<file path="src/rtl/argmax_pkg.sv">
// Shared types and constants for the classification-stage argmax sequencer.
// slot_of() extracts score k from the packed comparator vector (slot 0 in the MSBs).
package argmax_pkg;

   localparam int NUM_CLASS = 10;
   localparam int DATA_W    = 16;
   localparam int BUF_W     = 160;

   typedef enum logic [1:0] {
      COLLECT = 2'd0,
      COMPARE = 2'd1,
      HOLD    = 2'd2
   } argmax_state_e;

   typedef logic signed [DATA_W-1:0] score_t;

   function automatic score_t slot_of(input logic [BUF_W-1:0] vec, input int unsigned k);
      return score_t'(vec[BUF_W-1-DATA_W*k -: DATA_W]);
   endfunction

endpackage

</file>
<file path="src/rtl/argmax_sched_compare.sv">
// Combinational argmax over the ten packed signed scores; slot k is class 10-k.
// Only a strictly greater score replaces the current best, so ties keep the earliest slot.
module compare_result
   import argmax_pkg::*;
(
   input  logic [BUF_W-1:0] vec_i,
   output logic [31:0]      class_o
);

   score_t      best_s;
   logic [31:0] class_s;

   // scan slots in arrival order, keeping the first maximum seen
   always_comb begin
      best_s  = slot_of(vec_i, 0);
      class_s = 32'(NUM_CLASS);
      for (int k = 1; k < NUM_CLASS; k++) begin
         if (slot_of(vec_i, k) > best_s) begin
            best_s  = slot_of(vec_i, k);
            class_s = 32'(NUM_CLASS - k);
         end else begin
            class_s = class_s;
         end
      end
   end

   assign class_o = class_s;

endmodule

</file>
<file path="src/rtl/argmax_sched.sv">
// Collects one frame of class scores, runs the argmax comparator in a registered
// cycle and holds the winning class/score on a valid/ready result port.
module argmax_sched #(
   parameter int NUM_CLASS = 10,
   parameter int DATA_W    = 16
) (
   input  logic              clk,
   input  logic              rst_n,
   input  logic              score_valid,
   output logic              score_ready,
   input  logic [DATA_W-1:0] score_data,
   input  logic              score_last,
   input  logic              flush,
   output logic              result_valid,
   input  logic              result_ready,
   output logic [31:0]       result_class,
   output logic [DATA_W-1:0] result_max,
   output logic              frame_err,
   output logic [15:0]       frame_cnt
);

   import argmax_pkg::*;

   localparam logic [3:0] LAST_SLOT = 4'(NUM_CLASS - 1);

   argmax_state_e     state_q, state_d;
   logic [3:0]        slot_cnt_q, slot_cnt_d;
   logic [BUF_W-1:0]  buf_q, buf_d;
   logic              result_valid_q, result_valid_d;
   logic [31:0]       result_class_q, result_class_d;
   logic [DATA_W-1:0] result_max_q, result_max_d;
   logic              frame_err_q, frame_err_d;
   logic [15:0]       frame_cnt_q, frame_cnt_d;
   logic [31:0]       cmp_class_s;
   logic              score_hs_s;

   compare_result u_compare (
      .vec_i   (buf_q),
      .class_o (cmp_class_s)
   );

   assign score_hs_s = score_valid && (state_q == COLLECT);

   // next-state logic; flush wins over any handshake in the same cycle
   always_comb begin
      state_d        = state_q;
      slot_cnt_d     = slot_cnt_q;
      buf_d          = buf_q;
      result_valid_d = result_valid_q;
      result_class_d = result_class_q;
      result_max_d   = result_max_q;
      frame_err_d    = 1'b0;
      frame_cnt_d    = frame_cnt_q;
      if (flush) begin
         state_d        = COLLECT;
         slot_cnt_d     = 4'd0;
         result_valid_d = 1'b0;
      end else begin
         case (state_q)
            COLLECT: begin
               if (score_hs_s) begin
                  buf_d[BUF_W-1-DATA_W*int'(slot_cnt_q) -: DATA_W] = score_data;
                  if ((slot_cnt_q == LAST_SLOT) && score_last) begin
                     state_d    = COMPARE;
                     slot_cnt_d = 4'd0;
                  end else if ((slot_cnt_q == LAST_SLOT) || score_last) begin
                     frame_err_d = 1'b1;
                     slot_cnt_d  = 4'd0;
                  end else begin
                     slot_cnt_d = slot_cnt_q + 4'd1;
                  end
               end else begin
                  slot_cnt_d = slot_cnt_q;
               end
            end
            COMPARE: begin
               result_class_d = cmp_class_s;
               result_max_d   = slot_of(buf_q, 32'(NUM_CLASS) - cmp_class_s);
               result_valid_d = 1'b1;
               state_d        = HOLD;
            end
            HOLD: begin
               if (result_ready) begin
                  state_d        = COLLECT;
                  result_valid_d = 1'b0;
                  frame_cnt_d    = frame_cnt_q + 16'd1;
               end else begin
                  state_d = HOLD;
               end
            end
            default: begin
               state_d        = COLLECT;
               slot_cnt_d     = 4'd0;
               result_valid_d = 1'b0;
            end
         endcase
      end
   end

   // state and output registers
   always_ff @(posedge clk or negedge rst_n) begin
      if (!rst_n) begin
         state_q        <= COLLECT;
         slot_cnt_q     <= 4'd0;
         buf_q          <= '0;
         result_valid_q <= 1'b0;
         result_class_q <= 32'd0;
         result_max_q   <= '0;
         frame_err_q    <= 1'b0;
         frame_cnt_q    <= 16'd0;
      end else begin
         state_q        <= state_d;
         slot_cnt_q     <= slot_cnt_d;
         buf_q          <= buf_d;
         result_valid_q <= result_valid_d;
         result_class_q <= result_class_d;
         result_max_q   <= result_max_d;
         frame_err_q    <= frame_err_d;
         frame_cnt_q    <= frame_cnt_d;
      end
   end

   assign score_ready  = (state_q == COLLECT);
   assign result_valid = result_valid_q;
   assign result_class = result_class_q;
   assign result_max   = result_max_q;
   assign frame_err    = frame_err_q;
   assign frame_cnt    = frame_cnt_q;

endmodule
</file>
<file path="config.mk">
export PLATFORM = sky130hd
export DESIGN_NAME = argmax_sched
export DESIGN_NICKNAME = d
export VERILOG_FILES = /design/src/rtl/argmax_pkg.sv /design/src/rtl/argmax_sched_compare.sv /design/src/rtl/argmax_sched.sv
export SDC_FILE = /design/constraint.sdc
export NUM_CORES = 1
export LEC_CHECK = 0
export CAP_MARGIN = 5
export CORE_UTILIZATION = 55
export DETAILED_ROUTE_END_ITERATION = 16
export DONT_BUFFER_PORTS = 1
export GPL_ROUTABILITY_DRIVEN = 0
export PLACE_DENSITY = 0.69
export SYNTH_ARGS = -nofsm -noshare
export SYNTH_HDL_FRONTEND = slang
export SYNTH_SLANG_ARGS = --single-unit
</file>
<file path="constraint.sdc">
create_clock -name clk -period 51.3 [get_ports clk]
set_clock_uncertainty 0.2 [all_clocks]
set_input_delay 10.26 -clock clk [delete_from_list [all_inputs] [get_ports clk]]
set_output_delay 10.26 -clock clk [all_outputs]
set_load 0.02 [all_outputs]
</file>
==> summary.md, run 1 <==
| Metric | Value |
|---|---|
| Commonest non-fill, non-tap cell in the layout | dfrtp_1 |
| Starting DRC count in detailed routing | 1291 |
| DRC | 0 |
| Clock-pin slew on the worst setup and hold paths | 0.06 ns |
| PortBufs | 0 |
| First-pass GRT wire length | 77.4 mm |
| Max Root-Sink Buffers | 3 |
| Inst Count DP | 2054 |
| Worst slew pin tran | 1.22 ns |
| Xor-xnor portion of the synthesized cell area | 1.60% |
| FP Rows | 61 |
| Post-Syn Area | 15900 sq um |
| I/O pins | 89 |
| Worst path top cell family by delay | compound AO/OA/AOI/OAI gates |
| Vias in the first global route | 12900 |
| Area Growth Syn to Fin | 5.57% |
| Final cell count without fillers | 2101 |
| Total GRT Usage | 34.8% |
| Worst skew pair latency | 0.53 ns |
| CP Max Fanout | 47 |
| Core box area | 28100 sq um |
| Via density | 6.46 |
| Worst EP required | 51.57 ns |
| Capturing element type of the critical path | flip-flop |
| Fin nets | 1868 |
| Max_cap viols | 0 |
| Status | finished, final reports clean |
| Simple-gate share of the synthesized area | 14.0% |
| Post-detail-place hpwl | 37.2 mm |
| GR peak layer | met2 |
| Fillers | 2462 |
| Pre-CTS WS | 20.75 ns |
| Multiplexer area fraction after synthesis | 14.6% |
| Synth warn | 0 |
| Post-CTS Setup Bufs | 0 |
| Fin worst setup slack | 20.03 ns |
| Final TNS setup | 0 ns |
| Post-synth EDFFs | 0 |
| GR Overflow Total | 0 |
| Initial Utilization | 56.5% |
| Antenna violations before repair | 1 |
| Fmax | 0.0320 GHz |
| Main combinational cell family by area after synthesis | compound AO/OA/AOI/OAI gates |
| Total Routed Length | 50.2 mm |
| Critical path launch point type | flip-flop |
| Crit path kind | reg -> reg |
| Die ar. | 29500 sq um |
| Met2 Track Usage GR | 54.0% |
| Final hold vios | 0 |
| CTS tree | done |
| Pin count of the biggest net entering global routing | 205 |
| Compound-Gate Fraction of Synth Area | 18.7% |
| TritonRoute pass-1 iters | 6 |
| Max Slew Vio Count | 0 |
| Tcrit/Tclk final | 61.0% |
| Mapped Cells | 1762 |
| Share of post-route cells with drive strength above 1 | 12.9% |
| Worst path arrival time | 31.54 ns |
| Hold Crit Class | reg -> reg |
| Total clock sinks | 204 |
| Final setup fails | 0 |
| Area occupied by multi-input gates | 9760 sq um |
| WP buf/inv | 9 |
| Antenna Violating Nets Remaining | 0 |
| Post-synth ARST share | 100% |
| Die Wd | 172 microns |
| Seq. cell area | 5100 sq um |
| Worst hold slack | 0.354 ns |
| Met1 Usage GRT | 47.1% |
| DR WL/cell | 23.9 microns |
| Vias post-DR | 13600 |
| Syn avg cell area | 9.01 sq um |
| Clk root buf | clkbuf_16 |
| Crit-path most repeated cell | a21oi_1 |
| Worst rel slew slack | 18.3% |
| Post-CTS Hold Buffers | 0 |
| RSZ-0062 raised after global routing | false |
| Adder-cell area share of the yosys netlist | 11.5% |
| Library cells used by synthesis | 94 |
| Yosys reg bits | 204 |
| Die H | 172 microns |
| Num CTS Buffers | 24 |
| Post-layout min period | 31.27 ns |
| Top FF cell, synth | dfrtp_1 |
| Met3 GRT Util | 6.23% |
| Most frequent cells in the layout | 204 x dfrtp_1, 188 x nand2_1, 148 x o21ai_0 |
| CTS H-tree lvls | 1 |
| Max incr delay on CP | 0.96 ns |
| Seq/Total Area, Yosys | 32.2% |
| Worst path slowest cell | a31oi_2 |
| CTS resizes | 0 |
[final cells by class]
cell class | instances | area share [%]
Inverter | 134 | 3.00
Clock buffer | 29 | 3.94
Timing Repair Buffer | 13 | 0.582
Sequential cell | 204 | 30.5
Tap cell | 378 | 2.82
Antenna cell | 3 | 0.0448
Multi-Input combinational cell | 1325 | 58.2
Clock inverter | 15 | 0.911
[sequential cells by signal, summed over array words and instances (netlist names)]
signal	cells
slot_cnt_q	4
frame_cnt	16
result_class	4
frame_err	1
state_q	2
buf_q	160
result_valid	1
result_max	16
[synth_stat cells (6+ instances only)]
| library cell | number | share of area [%] |
|---|---|---|
| and4_1 | 6 | 0.33 |
| dfrtp_1 | 204 | 32 |
| and2_1 | 6 | 0.24 |
| o21a_1 | 11 | 0.52 |
| buf_6 | 6 | 0.43 |
| nor2_1 | 84 | 2.0 |
| xnor2_1 | 24 | 1.3 |
| nand2_1 | 188 | 4.4 |
| or2_2 | 7 | 0.28 |
| o21ai_0 | 148 | 4.7 |
| buf_4 | 37 | 1.7 |
| a21oi_1 | 97 | 3.1 |
| nor3_1 | 19 | 0.60 |
| o21ai_1 | 8 | 0.25 |
| inv_1 | 134 | 3.2 |
| clkbuf_1 | 67 | 1.6 |
| nor2b_1 | 29 | 1.1 |
| and3_1 | 17 | 0.67 |
| nand4_1 | 30 | 1.2 |
| a41o_1 | 15 | 0.95 |
| a21o_1 | 23 | 1.1 |
| buf_2 | 8 | 0.25 |
| a22oi_1 | 15 | 0.71 |
| o211ai_1 | 19 | 0.90 |
| a211o_1 | 6 | 0.33 |
| mux2i_1 | 102 | 6.4 |
| nand2b_1 | 19 | 0.75 |
| mux2_2 | 112 | 7.9 |
| ha_1 | 144 | 11 |
| a211oi_2 | 6 | 0.47 |
| a31oi_1 | 19 | 0.75 |
| a211oi_1 | 6 | 0.28 |
| nand3_1 | 29 | 0.91 |
| o31ai_1 | 16 | 0.76 |
[cells by family after synthesis]
logic type      after synthesis
flops                       204
fa+ha+maj                   146
simple gates                460
compound gates              445
mux                         217
xor+xnor                     29
other cells                   1
buf+inv                     260
[per-stage QoR]
| step | utilization, % | area (sq um) |
|---|---|---|
| finish | 59.7 | 16800 |
| global route | 59.6 | 16800 |
| CTS | 59.6 | 16800 |
| floorplan | - | 16000 |
| global placement | 56.7 | 15900 |
| detailed placement | 56.7 | 15900 |
[per-layer routing]
layer | wire [microns] | share of wire (%)
met5 | 0 | 0
met4 | 2400 | 4.8
met3 | 4440 | 8.8
met2 | 22400 | 45
met1 | 20900 | 42
[final timing paths]
check,startpoint,endpoint,slack [ns],depth (start not counted)
min in group asynchronous,rst_n,buf_q[33],9.22,0
setup reg to reg,buf_q[159],result_max[12],20.03,115
setup / recovery,buf_q[159],result_max[12],20.03,115
max in group asynchronous,rst_n,buf_q[111],41.27,0
hold reg to reg,buf_q[15],buf_q[15],0.35,1
hold / removal,buf_q[15],buf_q[15],0.35,1
Power of run 1 is not shown: default switching activity piles up to over one toggle a cycle in this logic, so the estimate is an artifact.
==> run 2: changes to the inputs <==
PLACE_DENSITY = 0.72   (was 0.69)
clock period = 25.4 ns   (was 51.3 ns; I/O delays follow)
==> summary.md, run 2 (same netlist as run 1, synthesis figures left out) <==
| Metric | Value |
|---|---|
| Status | finished, final reports clean (unchanged) |
| Hold Crit Class | reg -> reg (unchanged) |
| Fillers | 2347 (was 2462) |
| Starting DRC count in detailed routing | 1484 (was 1291) |
| Total Routed Length | 51.3 mm (was 50.2 mm) |
| Top reg by flops | buf_q (unchanged) |
| Die H | 172 microns (unchanged) |
| Capturing element type of the critical path | flip-flop (unchanged) |
| Share of post-route cells with drive strength above 1 | 17.9% (was 12.9%) |
| Max Root-Sink Buffers | 3 (unchanged) |
| DRC | 0 (unchanged) |
| CTS H-tree lvls | 1 (unchanged) |
| Final Util | 62.6% (was 59.7%) |
| Worst slew pin tran | 1.16 ns (was 1.22 ns) |
| Max Slew Vio Count | 0 (unchanged) |
| Crit path kind | reg -> reg (unchanged) |
| ANT cells | 0 (was 3) |
| Final hold vios | 0 (unchanged) |
| Vias post-DR | 13900 (was 13600) |
| CP Max Fanout | 29 (was 47) |
| Pin count of the biggest net entering global routing | 205 (unchanged) |
| Total GRT Usage | 34.1% (was 34.8%) |
| Vias in the first global route | 13200 (was 12900) |
| Fmax | 0.0410 GHz (was 0.0320 GHz) |
| Core box area | 28100 sq um (unchanged) |
| Clock-pin slew on the worst setup and hold paths | 0.06 ns (about the same) |
| Crit-path most repeated cell | a21oi_1 (unchanged) |
| Worst path slowest cell | or4_4 (was a31oi_2) |
| Clk root buf | clkbuf_16 (unchanged) |
| Critical path launch point type | flip-flop (unchanged) |
| Max_cap viols | 0 (unchanged) |
| Post-detail-place hpwl | 36.3 mm (was 37.2 mm) |
| Post-CTS Hold Buffers | 0 (unchanged) |
| TritonRoute pass-1 iters | 5 (was 6) |
| Most frequent cells in the layout | 204 x dfrtp_1, 188 x nand2_1, 140 x o21ai_0 (was 204 x dfrtp_1, 188 x nand2_1, 148 x o21ai_0) |
| GR Overflow Total | 0 (unchanged) |
| Worst skew pair latency | 0.54 ns (was 0.53 ns) |
| Die Wd | 172 microns (unchanged) |
| Commonest non-fill, non-tap cell in the layout | dfrtp_1 (unchanged) |
| Worst path arrival time | 24.65 ns (was 31.54 ns) |
| Total clock sinks | 204 (unchanged) |
| Post-layout min period | 24.39 ns (was 31.27 ns) |
| Die ar. | 29500 sq um (unchanged) |
| Num CTS Buffers | 24 (unchanged) |
| Tcrit/Tclk final | 96.0% (was 61.0%) |
| First-pass GRT wire length | 76.1 mm (was 77.4 mm) |
| PortBufs | 0 (unchanged) |
| I/O pins | 89 (unchanged) |
| Largest register FFs | 160 (unchanged) |
| Final setup fails | 0 (unchanged) |
| FP Rows | 61 (unchanged) |
| Worst rel slew slack | 22.3% (was 18.3%) |
| Fin nets | 1916 (was 1868) |
| Max incr delay on CP | 0.63 ns (was 0.96 ns) |
| Antenna violations before repair | 2 (was 1) |
| Initial Utilization | 56.5% (unchanged) |
| Via density | 6.47 (was 6.46) |
| CTS tree | done (unchanged) |
| Area Growth Syn to Fin | 10.8% (was 5.57%) |
| Antenna Violating Nets Remaining | 0 (unchanged) |
| DR WL/cell | 23.9 microns (about the same) |
| Worst EP required | 25.66 ns (was 51.57 ns) |
## run 2: area by class of cell
cell class	count	area (sq um)	area share, %
Multi-Input combinational cell	1327	10200	57.8
Sequential cell	204	5100	29.0
Clock buffer	34	689	3.92
Timing Repair Buffer	59	543	3.09
Inverter	134	503	2.86
Tap cell	378	473	2.69
Clock inverter	9	105	0.598
## run 2: final timing paths
| check | start | to | slack (ns) | cells after the start |
|---|---|---|---|---|
| max | buf_q[143] | result_max[15] | 1.01 | 122 |
| min reg2reg | buf_q[159] | buf_q[159] | 0.34 | 1 |
| max in group asynchronous | rst_n | buf_q[110] | 20.46 | 0 |
| max reg2reg | buf_q[143] | result_max[15] | 1.01 | 122 |
| min | buf_q[159] | buf_q[159] | 0.34 | 1 |
| min in group asynchronous | rst_n | frame_cnt[6] | 4.05 | 0 |
## run 2: per-layer routing
metal	global-route usage [%]	share of wire, %	up-vias
li1	-	-	6220
met1	45.7	41	6753
met2	52.8	44	727
met3	5.77	8.7	182
met4	17.5	5.7	0
met5	0	0	-
## run 2: worst max-delay path, delay by kind of cell (launching register included)
| kind | cells | cell delay [ns] |
|---|---|---|
| adders and majority gates | 11 | 3.33 |
| AOI/OAI and AO/OA | 51 | 9.66 |
| xor gates and xnor gates | 1 | 0.18 |
| muxes | 5 | 1.59 |
| DFF | 1 | 0.42 |
| buffers and inverters | 16 | 2.48 |
| and+or+nand+nor | 38 | 6.39 |
## run 2: what timing repair did
action,in CTS,in global routing
endpoints found under the setup margin,16,17
gates cloned,0,5
resized for setup,7,97
pin swaps,1,13
buffers inserted,6,24
## run 2: through the flow
step / TNS [ns] / area, sq um / hold WS (ns) / worst slack (ns) / cells
2_1_floorplan: 0 / 16000 / 0.302 / 0.167 / 1789
3_3_place_gp: -1.62 / 16000 / 0.314 / -0.136 / 2067
3_5_place_dp: -15.23 / 16000 / 0.321 / -1.01 / 2067
4_1_cts: 0 / 16900 / 0.334 / 0.0120 / 2116
5_1_grt: -2.06 / 17600 / 0.365 / -0.158 / 2145
6_report: 0 / 17600 / 0.344 / 1.01 / 2145
Power of run 2 is left out for the same reason.
==> run 3: changes to the inputs <==
CORE_ASPECT_RATIO = 1.4   (was default)
==> summary.md, run 3 (same netlist as run 1, synthesis figures left out) <==
| Metric | Value |
|---|---|
| PortBufs | 0 (unchanged) |
| Clk root buf | clkbuf_16 (unchanged) |
| Crit-path most repeated cell | a21oi_1 (unchanged) |
| Status | finished, final reports clean (unchanged) |
| Vias in the first global route | 13400 (was 13200) |
| GR Overflow Total | 0 (unchanged) |
| Most frequent cells in the layout | 204 x dfrtp_1, 188 x nand2_1, 145 x o21ai_0 (was 204 x dfrtp_1, 188 x nand2_1, 140 x o21ai_0) |
| Num CTS Buffers | 23 (was 24) |
| Die H | 203 microns (was 172 microns) |
| Capturing element type of the critical path | flip-flop (unchanged) |
| Max Slew Vio Count | 0 (unchanged) |
| Fmax | 0.0413 GHz (was 0.0410 GHz) |
| Final setup fails | 0 (unchanged) |
| Largest register FFs | 160 (unchanged) |
| Hold Crit Class | reg -> reg (unchanged) |
| RR Endpoint | result_max[6] (was result_max[15]) |
| Starting DRC count in detailed routing | 972 (was 1484) |
| Max_cap viols | 0 (unchanged) |
| Max Root-Sink Buffers | 3 (unchanged) |
| Top reg by flops | buf_q (unchanged) |
| Final hold vios | 0 (unchanged) |
| Worst path arrival time | 24.46 ns (was 24.65 ns) |
| Commonest non-fill, non-tap cell in the layout | dfrtp_1 (unchanged) |
| Total GRT Usage | 33.9% (was 34.1%) |
| I/O pins | 89 (unchanged) |
| Vias post-DR | 13500 (was 13900) |
| CP Max Fanout | 42 (was 29) |
| R2R cell count | 119 (was 122) |
| Worst rel slew slack | 18.3% (was 22.3%) |
| DR WL/cell | 23.4 microns (was 23.9 microns) |
| Area Growth Syn to Fin | 8.23% (was 10.8%) |
| Post-layout min period | 24.22 ns (was 24.39 ns) |
| Antenna Violating Nets Remaining | 0 (unchanged) |
| Reg2Reg Setup Slack | 1.18 ns (was 1.01 ns) |
| Worst path slowest cell | or3b_2 (was or4_4) |
| CTS H-tree lvls | 1 (unchanged) |
| Hold Startpoint | buf_q[16] (was buf_q[159]) |
| Worst EP required | 25.64 ns (was 25.66 ns) |
| Initial Utilization | 55.9% (was 56.5%) |
| FP Rows | 73 (was 61) |
| Tcrit/Tclk final | 95.4% (was 96.0%) |
| Pin count of the biggest net entering global routing | 205 (unchanged) |
| Post-detail-place hpwl | 36.8 mm (was 36.3 mm) |
| Hold Path End | buf_q[16] (was buf_q[159]) |
| Worst slew pin tran | 1.22 ns (was 1.16 ns) |
| Clock-pin slew on the worst setup and hold paths | 0.06 ns (about the same) |
| Die ar. | 29600 sq um (was 29500 sq um) |
| Worst skew pair latency | 0.55 ns (was 0.54 ns) |
| Share of post-route cells with drive strength above 1 | 15.9% (was 17.9%) |
| Die Wd | 146 microns (was 172 microns) |
| Final TNS setup | 0 ns (unchanged) |
| Crit path kind | reg -> reg (unchanged) |
| Core box area | 28400 sq um (was 28100 sq um) |
| Total clock sinks | 204 (unchanged) |
| TritonRoute pass-1 iters | 8 (was 5) |
| Fin nets | 1893 (was 1916) |
| Via density | 6.36 (was 6.47) |
| Antenna violations before repair | 4 (was 2) |
| Hold depth | 1 (unchanged) |
| CTS tree | done (unchanged) |
| Max incr delay on CP | 0.53 ns (was 0.63 ns) |
| DRC | 0 (unchanged) |
| First-pass GRT wire length | 76.7 mm (was 76.1 mm) |
| Total Routed Length | 49.6 mm (was 51.3 mm) |
| Critical path launch point type | flip-flop (unchanged) |
| FF-to-FF Start | buf_q[159] (was buf_q[143]) |
## run 3: per-layer routing
metal | global-route usage, % | share of wire (%) | up-vias
met5 | 0 | 0 | -
met4 | 27.0 | 8.5 | 0
met3 | 5.91 | 7.0 | 214
met2 | 57.3 | 48 | 608
met1 | 37.9 | 36 | 6491
li1 | - | - | 6171
## run 3: metrics by stage
step | area [sq um] | util, % | hold WS (ns) | setup slack, ns | cells
floorplan | 16000 | - | 0.302 | 0.167 | 1789
global placement | 16100 | 56.5 | 0.322 | -0.217 | 2063
detailed placement | 16100 | 56.5 | 0.334 | -0.939 | 2063
CTS | 16900 | 59.6 | 0.347 | 0.0583 | 2113
global route | 17200 | 60.5 | 0.360 | -0.116 | 2119
finish | 17200 | 60.5 | 0.347 | 1.18 | 2120
## run 3: worst max-delay path by stage
stage,start,endpoint,slack [ns],cells after the start
floorplan,buf_q[143],result_max[11],0.17,131
global placement,buf_q[159],result_max[3],-0.22,122
detailed placement,buf_q[159],result_max[3],-0.94,121
CTS,buf_q[159],result_max[3],0.06,124
global route,buf_q[159],result_max[7],-0.12,126
finish,buf_q[159],result_max[6],1.18,119
## run 3: critical path: cells and delay by family, from the launching register on
kind / cells / cell delay [ns]
compound gates: 55 / 10.20
fa+ha+maj: 9 / 2.88
buf+inv: 16 / 3.06
flops: 1 / 0.38
mux: 6 / 2.29
simple gates: 33 / 4.97
## run 3: what timing repair did
action | 4_1_cts | 5_1_grt
setup endpoints to repair | 16 | 17
gates resized for setup | 5 | 43
hold buffers | 0 | 0
setup buffers | 8 | 6
pin swaps | 1 | 7
## run 3: final cells by class
type / count / area, sq um
Inverter: 134 / 503
Sequential cell: 204 / 5100
Clock inverter: 9 / 87.6
Fill cell: 2434 / 11200
Antenna cell: 1 / 2.50
Multi-Input combinational cell: 1325 / 9970
Clock buffer: 33 / 693
Tap cell: 375 / 469
Timing Repair Buffer: 39 / 354
Power of run 3 is left out for the same reason.
